$ cat src/rtl/bc_wb_dist.sv
// Return-direction bus connect: routes one register-file result word per cycle to
// DM, DAG or PS write ports, or into an external-bus FIFO drained by valid/ready.
module bc_wb_dist #(
  parameter int DW       = 16,
  parameter int XB_DEPTH = 4
) (
  input  logic          clk_dcd,
  input  logic          rst,
  input  logic          ps_bc_wr_en,
  input  logic [2:0]    ps_bc_dsel,
  input  logic [DW-1:0] rf_bc_dt,
  output logic [DW-1:0] bc_dm_dt,
  output logic          bc_dm_we,
  output logic [DW-1:0] bc_dg_dt,
  output logic          bc_dg_we,
  output logic [DW-1:0] bc_ps_dt,
  output logic          bc_ps_we,
  output logic [DW-1:0] bc_xb_dt,
  output logic          bc_xb_vld,
  input  logic          xb_bc_rdy,
  output logic          bc_ps_xbfull,
  output logic          bc_ps_ovf
);

  localparam int PW = $clog2(XB_DEPTH);
  localparam int CW = PW + 1;
  localparam logic [CW-1:0] FULL_CNT = CW'(XB_DEPTH);

  logic          w_req_dm;
  logic          w_req_dg;
  logic          w_req_ps;
  logic          w_req_xb;
  logic          w_full;
  logic          w_pop;
  logic          w_push;

  logic [DW-1:0] r_mem [XB_DEPTH];
  logic [PW-1:0] r_rd;
  logic [PW-1:0] r_wr;
  logic [CW-1:0] r_cnt;

  assign w_req_dm = ps_bc_wr_en && (ps_bc_dsel == 3'b001);
  assign w_req_dg = ps_bc_wr_en && (ps_bc_dsel == 3'b010);
  assign w_req_ps = ps_bc_wr_en && (ps_bc_dsel == 3'b011);
  assign w_req_xb = ps_bc_wr_en && (ps_bc_dsel == 3'b100);

  assign w_full       = (r_cnt == FULL_CNT);
  assign bc_xb_vld    = (r_cnt != '0);
  assign bc_xb_dt     = r_mem[r_rd];
  assign bc_ps_xbfull = w_full;
  assign w_pop        = bc_xb_vld & xb_bc_rdy;
  // A full FIFO still accepts a push when the head leaves in the same cycle.
  assign w_push       = w_req_xb & (~w_full | w_pop);

  always_ff @(posedge clk_dcd) begin
    if (rst) begin
      bc_dm_dt <= '0;
      bc_dm_we <= 1'b0;
      bc_dg_dt <= '0;
      bc_dg_we <= 1'b0;
      bc_ps_dt <= '0;
      bc_ps_we <= 1'b0;
    end else begin
      bc_dm_we <= w_req_dm;
      bc_dg_we <= w_req_dg;
      bc_ps_we <= w_req_ps;
      if (w_req_dm) bc_dm_dt <= rf_bc_dt;
      if (w_req_dg) bc_dg_dt <= rf_bc_dt;
      if (w_req_ps) bc_ps_dt <= rf_bc_dt;
    end
  end

  // Storage carries no reset; entries are only observable once counted in.
  always_ff @(posedge clk_dcd) begin
    if (!rst && w_push) r_mem[r_wr] <= rf_bc_dt;
  end

  always_ff @(posedge clk_dcd) begin
    if (rst) begin
      r_rd      <= '0;
      r_wr      <= '0;
      r_cnt     <= '0;
      bc_ps_ovf <= 1'b0;
    end else begin
      if (w_pop)  r_rd <= r_rd + PW'(1);
      if (w_push) r_wr <= r_wr + PW'(1);
      unique case ({w_push, w_pop})
        2'b10:   r_cnt <= r_cnt + CW'(1);
        2'b01:   r_cnt <= r_cnt - CW'(1);
        default: r_cnt <= r_cnt;
      endcase
      if (w_req_xb && !w_push) bc_ps_ovf <= 1'b1;
    end
  end

endmodule

$ cat config.mk
export PLATFORM = sky130hd
export DESIGN_NAME = bc_wb_dist
export DESIGN_NICKNAME = d
export VERILOG_FILES = /design/src/rtl/bc_wb_dist.sv
export SDC_FILE = /design/constraint.sdc
export NUM_CORES = 1
export LEC_CHECK = 0
export BUFFER_PORTS_ARGS = -buffer_cell sky130_fd_sc_hd__buf_2
export CAP_MARGIN = 20
export CORE_AREA = 10 10 188 119
export DETAILED_ROUTE_END_ITERATION = 10
export DIE_AREA = 0 0 198 129
export PLACE_DENSITY = 0.49
export SETUP_SLACK_MARGIN = 0.5
export SLEW_MARGIN = 20
export SYNTH_ARGS = -nofsm -noshare
export SYNTH_HDL_FRONTEND = slang
export SYNTH_SLANG_ARGS = --single-unit
$ cat constraint.sdc
create_clock -name clk_dcd -period 2.65 [get_ports clk_dcd]
set_input_delay 0.3975 -clock clk_dcd [delete_from_list [all_inputs] [get_ports clk_dcd]]
set_output_delay 0.3975 -clock clk_dcd [all_outputs]
set_load 0.02 [all_outputs]
# Yosys cells after proc, flatten, opt, wreduce, memory -nomap -nowiden
# Memories as Yosys holds them, arrays and structs flattened. A register that Yosys moved wholly into a read port is not among the register bits.
# Index checks and enable logic that the tools add are counted.
[classes]
n_eq_ne = 7
bitwise = 4
n_mux = 5
addsub = 4
reduce_logical = 10
[ops]
columns = ["cell", "count"]
rows = [
  ["$eq 3x2->1 const B", 2],
  ["$eq 3x3->1 const B", 2],
  ["$logic_and 1x1->1", 6],
  ["$pmux 3 s2", 1],
  ["$add 2x1->2 const B", 2],
  ["$mux 2", 2],
  ["$add 3x1->3 const B", 1],
  ["$eq 3x1->1 const B", 1],
  ["$reduce_bool 3->1", 1],
  ["$sub 3x1->3 const B", 1],
  ["$and 1x1->1", 2],
  ["$eq 2x1->1 const B", 1],
  ["$eq 2x2->1 const B", 1],
  ["$logic_not 1->1", 2],
  ["$mux 1", 2],
  ["$reduce_bool 2->1", 1],
  ["$not 1->1", 1],
  ["$or 1x1->1", 1],
]
[word_totals]
mem_count = 1
mem_bits_rw = 64
out_inout_bits = 70
elab_cells = 41
regBits = 59
[memory_table]
columns = ["name", "words", "word_bits", "rd", "rd_ports_with_merged_regs", "wr", "line", "source"]
rows = [
  ["r_mem", 4, 16, 1, 1, 1, "37", "logic [DW-1:0] r_mem [XB_DEPTH];"],
]

# Longest topological paths before layout
# Gate-level depths: netlist of the first run.
[logic_depth]
ltp_word = 7
ltp_mapped = 7
ltp_nobuf = 6

# Worst setup path before layout of the first run
# No wires, ideal clock.
[synth_timing]
path_kind = "in2reg"
from = "input port ps_bc_dsel[1]"
to = "register r_cnt[2]"
path_slack_ns = 0.650
stages = 7
arrival_ns = 1.868
setup_time_ns = 0.132
cell_sequence = "buf_2 > nand4bb_4 > nand3_1 > fa_1 > or3_1 > a31oi_1 > a21oi_1"
[synth_via]
elab_chain_len = 5
[synth_lines]
columns = ["element", "line", "source"]
rows = [
  ["from (decl)", "10", "input logic [2:0] ps_bc_dsel,"],
  ["$eq 3x3->1 (*)", "45", "assign w_req_xb = ps_bc_wr_en && (ps_bc_dsel == 3'b100);"],
  ["$logic_and 1x1->1 (*)", "45", ""],
  ["$and 1x1->1 (*)", "53", "assign w_push = w_req_xb & (~w_full | w_pop);"],
  ["$eq 2x1->1 or $eq 2x2->1 (tied branches)", "87", "unique case ({w_push, w_pop})"],
  ["$pmux 3 s2 or $reduce_bool 2->1 (tied branches)", "n/a", ""],
  ["to (signal assigned)", "88", "2'b10: r_cnt <= r_cnt + CW'(1);"],
  ["to (signal assigned)", "89", "2'b01: r_cnt <= r_cnt - CW'(1);"],
  ["to (signal assigned)", "90", "default: r_cnt <= r_cnt;"],
  ["to (decl)", "40", "logic [CW-1:0] r_cnt;"],
]
# Mark *: on every way between the ends. The rest lies on a longest branch, timed or not.
# A chain may end at the register's enable or synchronous reset.

==> results of run 1 <==
-- area by class of cell --
type | instances | share of cell area [%]
flip-flops and latches | 125 | 52.2
multi-input cells | 216 | 22.8
repair buffers | 103 | 9.69
clock buffers | 17 | 7.05
well taps | 246 | 5.10
clock inverters | 15 | 2.86
inverters | 4 | 0.249
-- worst paths after layout --
check,start,to,cells after the start
worst max-delay path,register,bc_xb_dt[3],3
worst min-delay path,rf_bc_dt[7],r_mem[2][7],1
worst max register to register,r_cnt[0],r_mem[1][10],4
worst min register to register,bc_dg_dt[10],bc_dg_dt[10],2
-- power breakdown --
part	internal [mW]	switching, mW
registers	2.07	0.0277
logic	0.160	0.245
clock network	1.47	0.861
-- cell families after synthesis --
group | Yosys count | share of synthesized area, %
compound gates | 59 | 6.67
xor+xnor | 3 | 0.565
fa+ha+maj | 5 | 1.51
buf+inv | 27 | 2.91
flops | 125 | 67.6
mux | 16 | 7.75
simple gates | 133 | 13.0
-- sequential cells by signal, indices dropped and copies added, names as in the netlist, named ones only --
signal,count
bc_dg_dt,16
bc_dg_we,1
bc_dm_dt,16
bc_dm_we,1
bc_ps_dt,16
bc_ps_ovf,1
bc_ps_we,1
r_cnt,3
r_mem,64
r_rd,2
r_wr,2
-- synth_stat cells, drive strengths merged --
library cell  instances  area share [%]
a21o                  1            0.16
a21oi                54             5.8
a31oi                 1            0.13
and2                  4            0.54
and3                  5            0.67
and3b                 2            0.38
and4bb                1            0.27
buf                  14             1.9
clkbuf                9            0.73
dfxtp                61              26
edfxtp               64              41
fa                    1            0.43
ha                    4             1.1
inv                   4            0.32
mux4                 16             7.7
nand2                96             7.7
nand3                 4            0.54
nand3b                2            0.32
nand4bb               1            0.59
nor2                 10            0.81
nor2b                 1            0.13
nor3                  2            0.22
nor4                  1            0.13
nor4b                 1            0.19
o2111ai               1            0.19
o21ba                 1            0.22
o31ai                 1            0.16
or3                   2            0.27
or4b                  1            0.22
xnor2                 2            0.38
xor2                  1            0.19
-- what timing repair did --
item                                    CTS  global route
gates resized for setup                   7             6
endpoints found under the hold margin     0             0
cloned                                    1             0
endpoints found under the setup margin   16             2
-- metal layers --
| layer | vias up | global-route usage (%) | share of wire (%) | routed length, µm |
|---|---|---|---|---|
| li1 | 1511 | - | - | - |
| met1 | 1538 | 14.3 | 49 | 6450 |
| met4 | 0 | 3.51 | 0.43 | 57 |
| met5 | - | 0 | 0 | 0 |
| met2 | 103 | 15.2 | 43 | 5710 |
| met3 | 5 | 4.45 | 7.6 | 1000 |
-- worst max-delay path, cell delays in order (launching register included) --
cell     delay, ns
dfxtp_4       0.39
buf_12        0.15
mux4_2        0.55
buf_2         0.19
-- metrics by stage --
step | instances | total power [mW] | hold WS [ns] | utilization, %
after floorplan | 368 | 2.36 | 0.486 | -
after global placement | 693 | 2.50 | 0.440 | 28.5
after detailed placement | 693 | 2.51 | 0.446 | 28.5
after CTS | 726 | 4.89 | 0.253 | 32.0
after global routing | 726 | 5.02 | 0.269 | 32.0
final | 726 | 4.83 | 0.276 | 32.0
==> impl_metrics.ini, run 1 <==
[outcome]
outcome = finished clean

[synthesis]
ys_seq_area_share_pct = 67.6
netlist_instances = 368
syn_avg_cell_area_um2 = 12.6
yosys_warnings = 0
synth_cell_types = 34
synth_nets = 396
synthesis.area_mm2 = 0.00465
ys_seq_elements = 125

[timing]
setup_viol = 0
tns_ns = 0
fmax_mhz = 477
worst_pin_slew_ns = 0.863
post-route-period-util_pct = 79.2
hold_viol = 0
maxSlewHeadroom_pct = 41.7
fin_ws_ns = 0.551
min_period_ns = 2.10
rsz0062_at_grt = no
skew_ns = 0.00734
slew_violations = 0

[detailed_routing]
routed_wirelength_um = 13200
drtAntennaViolNets = 0
drc_errors = 0
drt-wirelength-per-cell_um = 18.2
dr_total_vias = 3157
drt-pass1-iter-count = 4
drtIter0Drc = 254
via_per_inst = 4.35

[min_path]
min_path_type = in2reg

[placement]
hpwl_um = 9080
place.gp.congestion = 0.773
pre_cts_slack_ns = 0.445
dpl_cell_area_mm2 = 0.00537
numPortBuffers = 92

[final_layout]
layout_common_cells = nand2_1, buf_2, edfxtp_1
diodes = 0
design_area_mm2 = 0.00603
fin_nets = 495
syn_to_final_growth_pct = 29.7
drive_gt1_share_pct = 32.7
final_common_cell = nand2_1
regArea_mm2 = 0.00315
multi_input_area_mm2 = 0.00138
fill_cells = 1912

[cts]
cts_buffer_depth = 2
clk_latency_ns = 0.41
cts_tree = built
numClockSinks = 125
postCtsHoldBufs = 0
cts_made_buffers = 17
cts-root-buf = clkbuf_16
cts_max_level = 4
clkTransAtPathRegs_ns = 0.06
post_cts_buffers = 0

[power]
ir_worst_vdd_mv = 0.425
leakage_nw = 2.25
p_per_area_mw_per_mm2 = 801

[global_route]
grt_max_degree = 61
antenna_found_initial = 0
grt_overflow_total = 0
grtUsageTotal_pct = 10.7
grt_pass1_vias = 3367
grt_pass1_wl_um = 20200

[die]
placementRows = 39
start_util_pct = 24.7
dieHeight_um = 129
dieArea_mm2 = 0.0255
pin_count = 93
coreArea_mm2 = 0.0188
dieWidth_um = 198

[flow_run]
drv_cap = 0

[setup_path]
end_kind = primary output
worstPathRequired_ns = 2.25
cp_max_fo = 8
arrival_ns = 1.70
startpoint_type = register
path_class = reg2out
r2r_slack_ns = 0.65
Note: power is estimated with default switching activity, not from simulation.
==> inputs of run 2 (changes only) <==
--- a/config.mk
+++ b/config.mk
@@ -5,6 +5,7 @@
 export SDC_FILE = /design/constraint.sdc
 export NUM_CORES = 1
 export LEC_CHECK = 0
+export ABC_AREA = 1
 export BUFFER_PORTS_ARGS = -buffer_cell sky130_fd_sc_hd__buf_2
 export CAP_MARGIN = 20
 export CORE_AREA = 10 10 188 119
==> constraint.sdc (replaced) <==
create_clock -name clk_dcd -period 2.14 [get_ports clk_dcd]
set_input_delay 0.321 -clock clk_dcd [delete_from_list [all_inputs] [get_ports clk_dcd]]
set_output_delay 0.321 -clock clk_dcd [all_outputs]
set_load 0.02 [all_outputs]
==> run 2 against run 1 <==
Effect of this change:
- worst setup slack got worse by 0.26 ns
- worst hold slack worse by 0.11 ns
- sequential power increased by 28%
- largest power group unchanged
- critical endpoint is now bc_xb_dt[4]
- power increased by 51%
- final area grew 9.8%
- largest cell class unchanged
- sequential share of layout area fell by 4.6 points
- flip-flop and latch count did not move
- highest routed layer unchanged
- non-clock buffer count increased by 11
- synthesized area is 0.48% higher
- wire length is 14% higher
==> impl_metrics.ini, run 2 <==
[outcome]
outcome = finished clean

[min_path]
min_path_type = in2reg
hold_end = bc_dm_we
hold_depth = 2
worstHoldStart = rst

[synthesis]
ys_seq_area_share_pct = 67.3
syn_avg_cell_area_um2 = 10.4
synth-compound-area-share_pct = 13.5
ys_top_cells_by_area = edfxtp_1, dfxtp_1, o21ai_0
synthSimpleGateAreaFrac_pct = 12.2
ys_seq_elements = 125
synth_top_area_share_pct = 41.1
synth_cell_types = 28
yosys.area.top_type = edfxtp_1
synthesis.area_mm2 = 0.00467
synth-main-ff-cell = edfxtp_1
synth_nets = 477
synth_most_common_cell = nor2_1
synth_top_family_by_area = compound AO/OA/AOI/OAI gates
synth_edf_count = 64
muxShareOfSynthArea_pct = 0
synthXorXnorAreaFrac_pct = 0
synthTopCellsByCount = nor2_1, o21ai_0, edfxtp_1
yosys_warnings = 0
synthAdderAreaFrac_pct = 1.50
netlist_instances = 449
synth-async-reset-ratio_pct = 0

[die]
pin_count = 93
placementRows = 39
coreArea_mm2 = 0.0188
dieWidth_um = 198
start_util_pct = 24.8
dieHeight_um = 129
dieArea_mm2 = 0.0255

[timing]
min_period_ns = 1.85
slew_violations = 0
post-route-period-util_pct = 86.5
setup_viol = 0
hold_viol = 0
worst_pin_slew_ns = 0.526
fmax_mhz = 540
rsz0062_at_grt = yes
skew_ns = 0.00723
maxSlewHeadroom_pct = 64.9
fin_ws_ns = 0.290
tns_ns = 0

[final_layout]
fill_cells = 1889
fin_nets = 590
largest_reg_flops = 64
syn_to_final_growth_pct = 41.7
design_area_mm2 = 0.00662
layout_common_cells = nor2_1, buf_2, edfxtp_1
final_common_cell = nor2_1
drive_gt1_share_pct = 35.8
regMostFlops = r_mem

[power]
p_per_area_mw_per_mm2 = 1100
ir_worst_vdd_mv = 0.597
leakage_nw = 2.58
power_mw = 7.30

[setup_path]
r2r_slack_ns = 0.60
cp_max_fo = 8
rr_worst_depth = 7
end_kind = primary output
r2r_end = r_mem[2][14]
worstPathRequired_ns = 1.82
r2r_start = r_cnt[1]
startpoint_type = register
arrival_ns = 1.53
path_class = reg2out

[detailed_routing]
drc_errors = 0
drtIter0Drc = 250
via_per_inst = 4.42
drt-pass1-iter-count = 4
routed_wirelength_um = 15100
drt-wirelength-per-cell_um = 18.3
drtAntennaViolNets = 0
dr_total_vias = 3634

[global_route]
grt_pass1_wl_um = 22300
grtUsageTotal_pct = 11.8
grt_pass1_vias = 3712
grt_max_degree = 56
grt_overflow_total = 0
antenna_found_initial = 1

[placement]
pre_cts_slack_ns = 0.328
hpwl_um = 10000
numPortBuffers = 92
place.gp.congestion = 0.753
dpl_cell_area_mm2 = 0.00545

[cts]
cts-root-buf = clkbuf_16
cts_max_level = 4
clk_latency_ns = 0.41
numClockSinks = 125
clkTransAtPathRegs_ns = 0.05
cts_made_buffers = 17
cts_tree = built
cts_buffer_depth = 2

[flow_run]
drv_cap = 0
[run 2: cell type report]
| class | instances | area [µm²] | share of cell area (%) |
|---|---|---|---|
| timing repair inverter | 1 | 7.51 | 0.113 |
| antenna | 1 | 2.50 | 0.0378 |
| tap | 246 | 308 | 4.65 |
| timing repair buffer | 114 | 866 | 13.1 |
| inverter | 41 | 163 | 2.46 |
| clock inverter | 13 | 195 | 2.95 |
| sequential | 125 | 3150 | 47.6 |
| multi-input combinational | 262 | 1500 | 22.6 |
| clock buffer | 19 | 433 | 6.54 |
[run 2: logic make-up (layout without fill, tap and decap cells)]
family	after synthesis	count (layout)
simple gates	135	135
flops	125	125
compound gates	122	122
buf+inv	62	188
fa+ha+maj	5	5
other cells	0	1
[run 2: routing by layer]
metal | GRT usage, % | wire length, µm | part of all wire (%) | vias up
met5 | 0 | 0 | 0 | -
met2 | 16.3 | 6310 | 42 | 123
met3 | 4.22 | 1460 | 9.7 | 8
met4 | 4.19 | 88 | 0.58 | 0
li1 | - | - | - | 1763
met1 | 16.5 | 7200 | 48 | 1740
[run 2: repair_timing]
item                       4_1_cts  5_1_grt
setup endpoints to repair       18       81
hold buffers                     0        0
pin swaps                       16       11
gates resized for setup        102       31
gates cloned                     5        0
setup buffers                    6        1
[run 2: critical path, stage by stage, from the launching register on]
cell and delay, ns:
dfxtp_4 0.43, clkinvlp_4 0.22, o21ai_1 0.18, o22ai_2 0.12
buf_4 0.17
[run 2: per-stage QoR]
stage / hold slack, ns / util (%) / std cells
2_1_floorplan: 0.393 / - / 449
3_3_place_gp: 0.431 / 28.9 / 777
3_5_place_dp: 0.436 / 28.9 / 777
4_1_cts: 0.149 / 34.5 / 820
5_1_grt: 0.176 / 35.2 / 821
6_report: 0.169 / 35.2 / 822
[run 2: report_power, final]
part / switching [mW] / internal [mW]
logic: 0.891 / 0.648
registers: 0.0698 / 2.60
clock network: 1.04 / 2.05
total: 2.00 / 5.30
[run 2: worst max-delay path by stage]
stage	from	endpoint	slack (ns)	cells past startpoint
finish	register	bc_xb_dt[4]	0.29	4
global route	register	bc_xb_dt[4]	0.22	4
CTS	register	bc_xb_dt[1]	0.30	5
detailed placement	ps_bc_dsel[0]	r_mem[2][8]	0.33	7
global placement	ps_bc_dsel[0]	r_mem[2][10]	0.34	7
floorplan	r_cnt[0]	r_mem[0][0]	0.42	6
==> inputs of run 3 (changes only) <==
--- a/config.mk
+++ b/config.mk
@@ -9,6 +9,7 @@
 export BUFFER_PORTS_ARGS = -buffer_cell sky130_fd_sc_hd__buf_2
 export CAP_MARGIN = 20
 export CORE_AREA = 10 10 188 119
+export CTS_BUF_LIST = sky130_fd_sc_hd__clkbuf_8 sky130_fd_sc_hd__clkbuf_16
 export DETAILED_ROUTE_END_ITERATION = 10
 export DIE_AREA = 0 0 198 129
 export PLACE_DENSITY = 0.49
==> run 3 against run 2 <==
Effect of this change:
- cell count shrank 0.12%
- clock power is essentially flat
- die area is the same
- via count shrank 0.19%
- largest cell class unchanged
- worst setup slack is essentially flat
- largest power group unchanged
- global-route usage is the same
- power shrank 0.16%
- wire length is essentially flat
- flip-flop and latch count is the same
==> impl_metrics.ini, run 3 (same netlist as run 2, synthesis figures left out) <==
[final_layout]
fill_cells = 1890
syn_to_final_growth_pct = 41.7
largest_reg_flops = 64
drive_gt1_share_pct = 35.8
fin_nets = 590
layout_common_cells = nor2_1, buf_2, edfxtp_1
stdcell_count = 821
regMostFlops = r_mem
final_common_cell = nor2_1
design_area_mm2 = 0.00662
diodes = 0

[placement]
place.gp.congestion = 0.753
numPortBuffers = 92
hpwl_um = 10000
pre_cts_slack_ns = 0.328
dp_cells = 777
dpl_cell_area_mm2 = 0.00545

[cts]
clkTransAtPathRegs_ns = 0.05
clk_latency_ns = 0.41
cts_max_level = 4
cts_made_buffers = 17
cts-root-buf = clkbuf_16
cts_tree = built
numClockSinks = 125
cts_buffer_depth = 2

[power]
p_per_area_mw_per_mm2 = 1100
power_mw = 7.28
ir_worst_vdd_mv = 0.597
leakage_nw = 2.59

[detailed_routing]
drc_errors = 0
drt-wirelength-per-cell_um = 18.3
drtAntennaViolNets = 0
drt-pass1-iter-count = 4
routed_wirelength_um = 15000
via_per_inst = 4.42
drtIter0Drc = 251
dr_total_vias = 3627

[global_route]
grt_pass1_vias = 3712
grt_overflow_total = 0
grtUsageTotal_pct = 11.8
grt_max_degree = 56
grt_pass1_wl_um = 22300
antenna_found_initial = 1

[setup_path]
startpoint_type = register
r2r_start = r_cnt[1]
r2r_end = r_mem[2][14]
end_kind = primary output
crit_path_end = bc_xb_dt[4]
cp_max_fo = 8
worstPathRequired_ns = 1.82
r2r_slack_ns = 0.60
rr_worst_depth = 7
arrival_ns = 1.53
path_class = reg2out

[timing]
min_period_ns = 1.85
tns_ns = 0
post-route-period-util_pct = 86.5
maxSlewHeadroom_pct = 64.9
fin_ws_ns = 0.289
skew_ns = 0.00701
setup_viol = 0
fmax_mhz = 540
slew_violations = 0
hold_viol = 0
worst_pin_slew_ns = 0.526
rsz0062_at_grt = yes

[outcome]
outcome = finished clean

[die]
dieHeight_um = 129
placementRows = 39
coreArea_mm2 = 0.0188
dieArea_mm2 = 0.0255
start_util_pct = 24.8
pin_count = 93
dieWidth_um = 198

[flow_run]
drv_cap = 0

[min_path]
min_path_type = in2reg
-- run 3: cell types whose count changed in the layout (fill, tap and decap cells not counted), sizes merged --
cell	change
clkbuf	-2
diode	-1
inv	+2
-- run 3: layer usage --
metal  up-vias  track usage [%]  share of wire, %  wire length, µm
met3         8             4.22               9.8             1480
li1       1758                -                 -                -
met2       125             16.3                42             6280
met5         -                0                 0                0
met1      1736             16.5                48             7200
met4         0             4.19              0.58               88
-- run 3: power breakdown --
| group | internal, mW | switching, mW | total, mW | leakage (nW) |
|---|---|---|---|---|
| Clock | 2.04 | 1.03 | 3.08 | 0.308 |
| Sequential | 2.60 | 0.0694 | 2.67 | 1.07 |
| Combinational | 0.648 | 0.892 | 1.54 | 1.20 |
-- run 3: timing repair --
action	4_1_cts	5_1_grt
hold endpoints to repair	0	0
buffers inserted	6	1
gates resized for setup	102	31
setup endpoints to repair	18	81
hold buffers	0	0
pin swaps	16	11
cloned	5	0
-- run 3: layout make-up --
| cell class | count | area (µm²) | share of cell area, % |
|---|---|---|---|
| Timing Repair inverter | 1 | 7.51 | 0.113 |
| Clock buffer | 17 | 425 | 6.42 |
| Sequential cell | 125 | 3150 | 47.6 |
| Timing Repair Buffer | 114 | 866 | 13.1 |
| Tap cell | 246 | 308 | 4.65 |
| Inverter | 41 | 163 | 2.46 |
| Multi-Input combinational cell | 262 | 1500 | 22.6 |
| Clock inverter | 15 | 203 | 3.06 |
-- run 3: critical path, stage by stage (launching register included) --
cell	delay, ns
dfxtp_4	0.43
clkinvlp_4	0.22
o21ai_1	0.18
o22ai_2	0.12
buf_4	0.17
-- run 3: how the worst min path moves through the flow --
stage          cells after the start         from           to
5_1_grt                            2          rst     bc_dm_we
3_3_place_gp                       2  bc_ps_dt[0]  bc_ps_dt[0]
6_report                           2          rst     bc_dm_we
2_1_floorplan                      1          rst     bc_dg_we
4_1_cts                            2          rst     bc_dm_we
3_5_place_dp                       2  bc_ps_dt[8]  bc_ps_dt[8]
-- run 3: metrics by stage --
stage	utilization, %	hold WS [ns]
3_5_place_dp	28.9	0.436
3_3_place_gp	28.9	0.431
5_1_grt	35.2	0.176
4_1_cts	34.5	0.149
6_report	35.2	0.169
2_1_floorplan	-	0.393
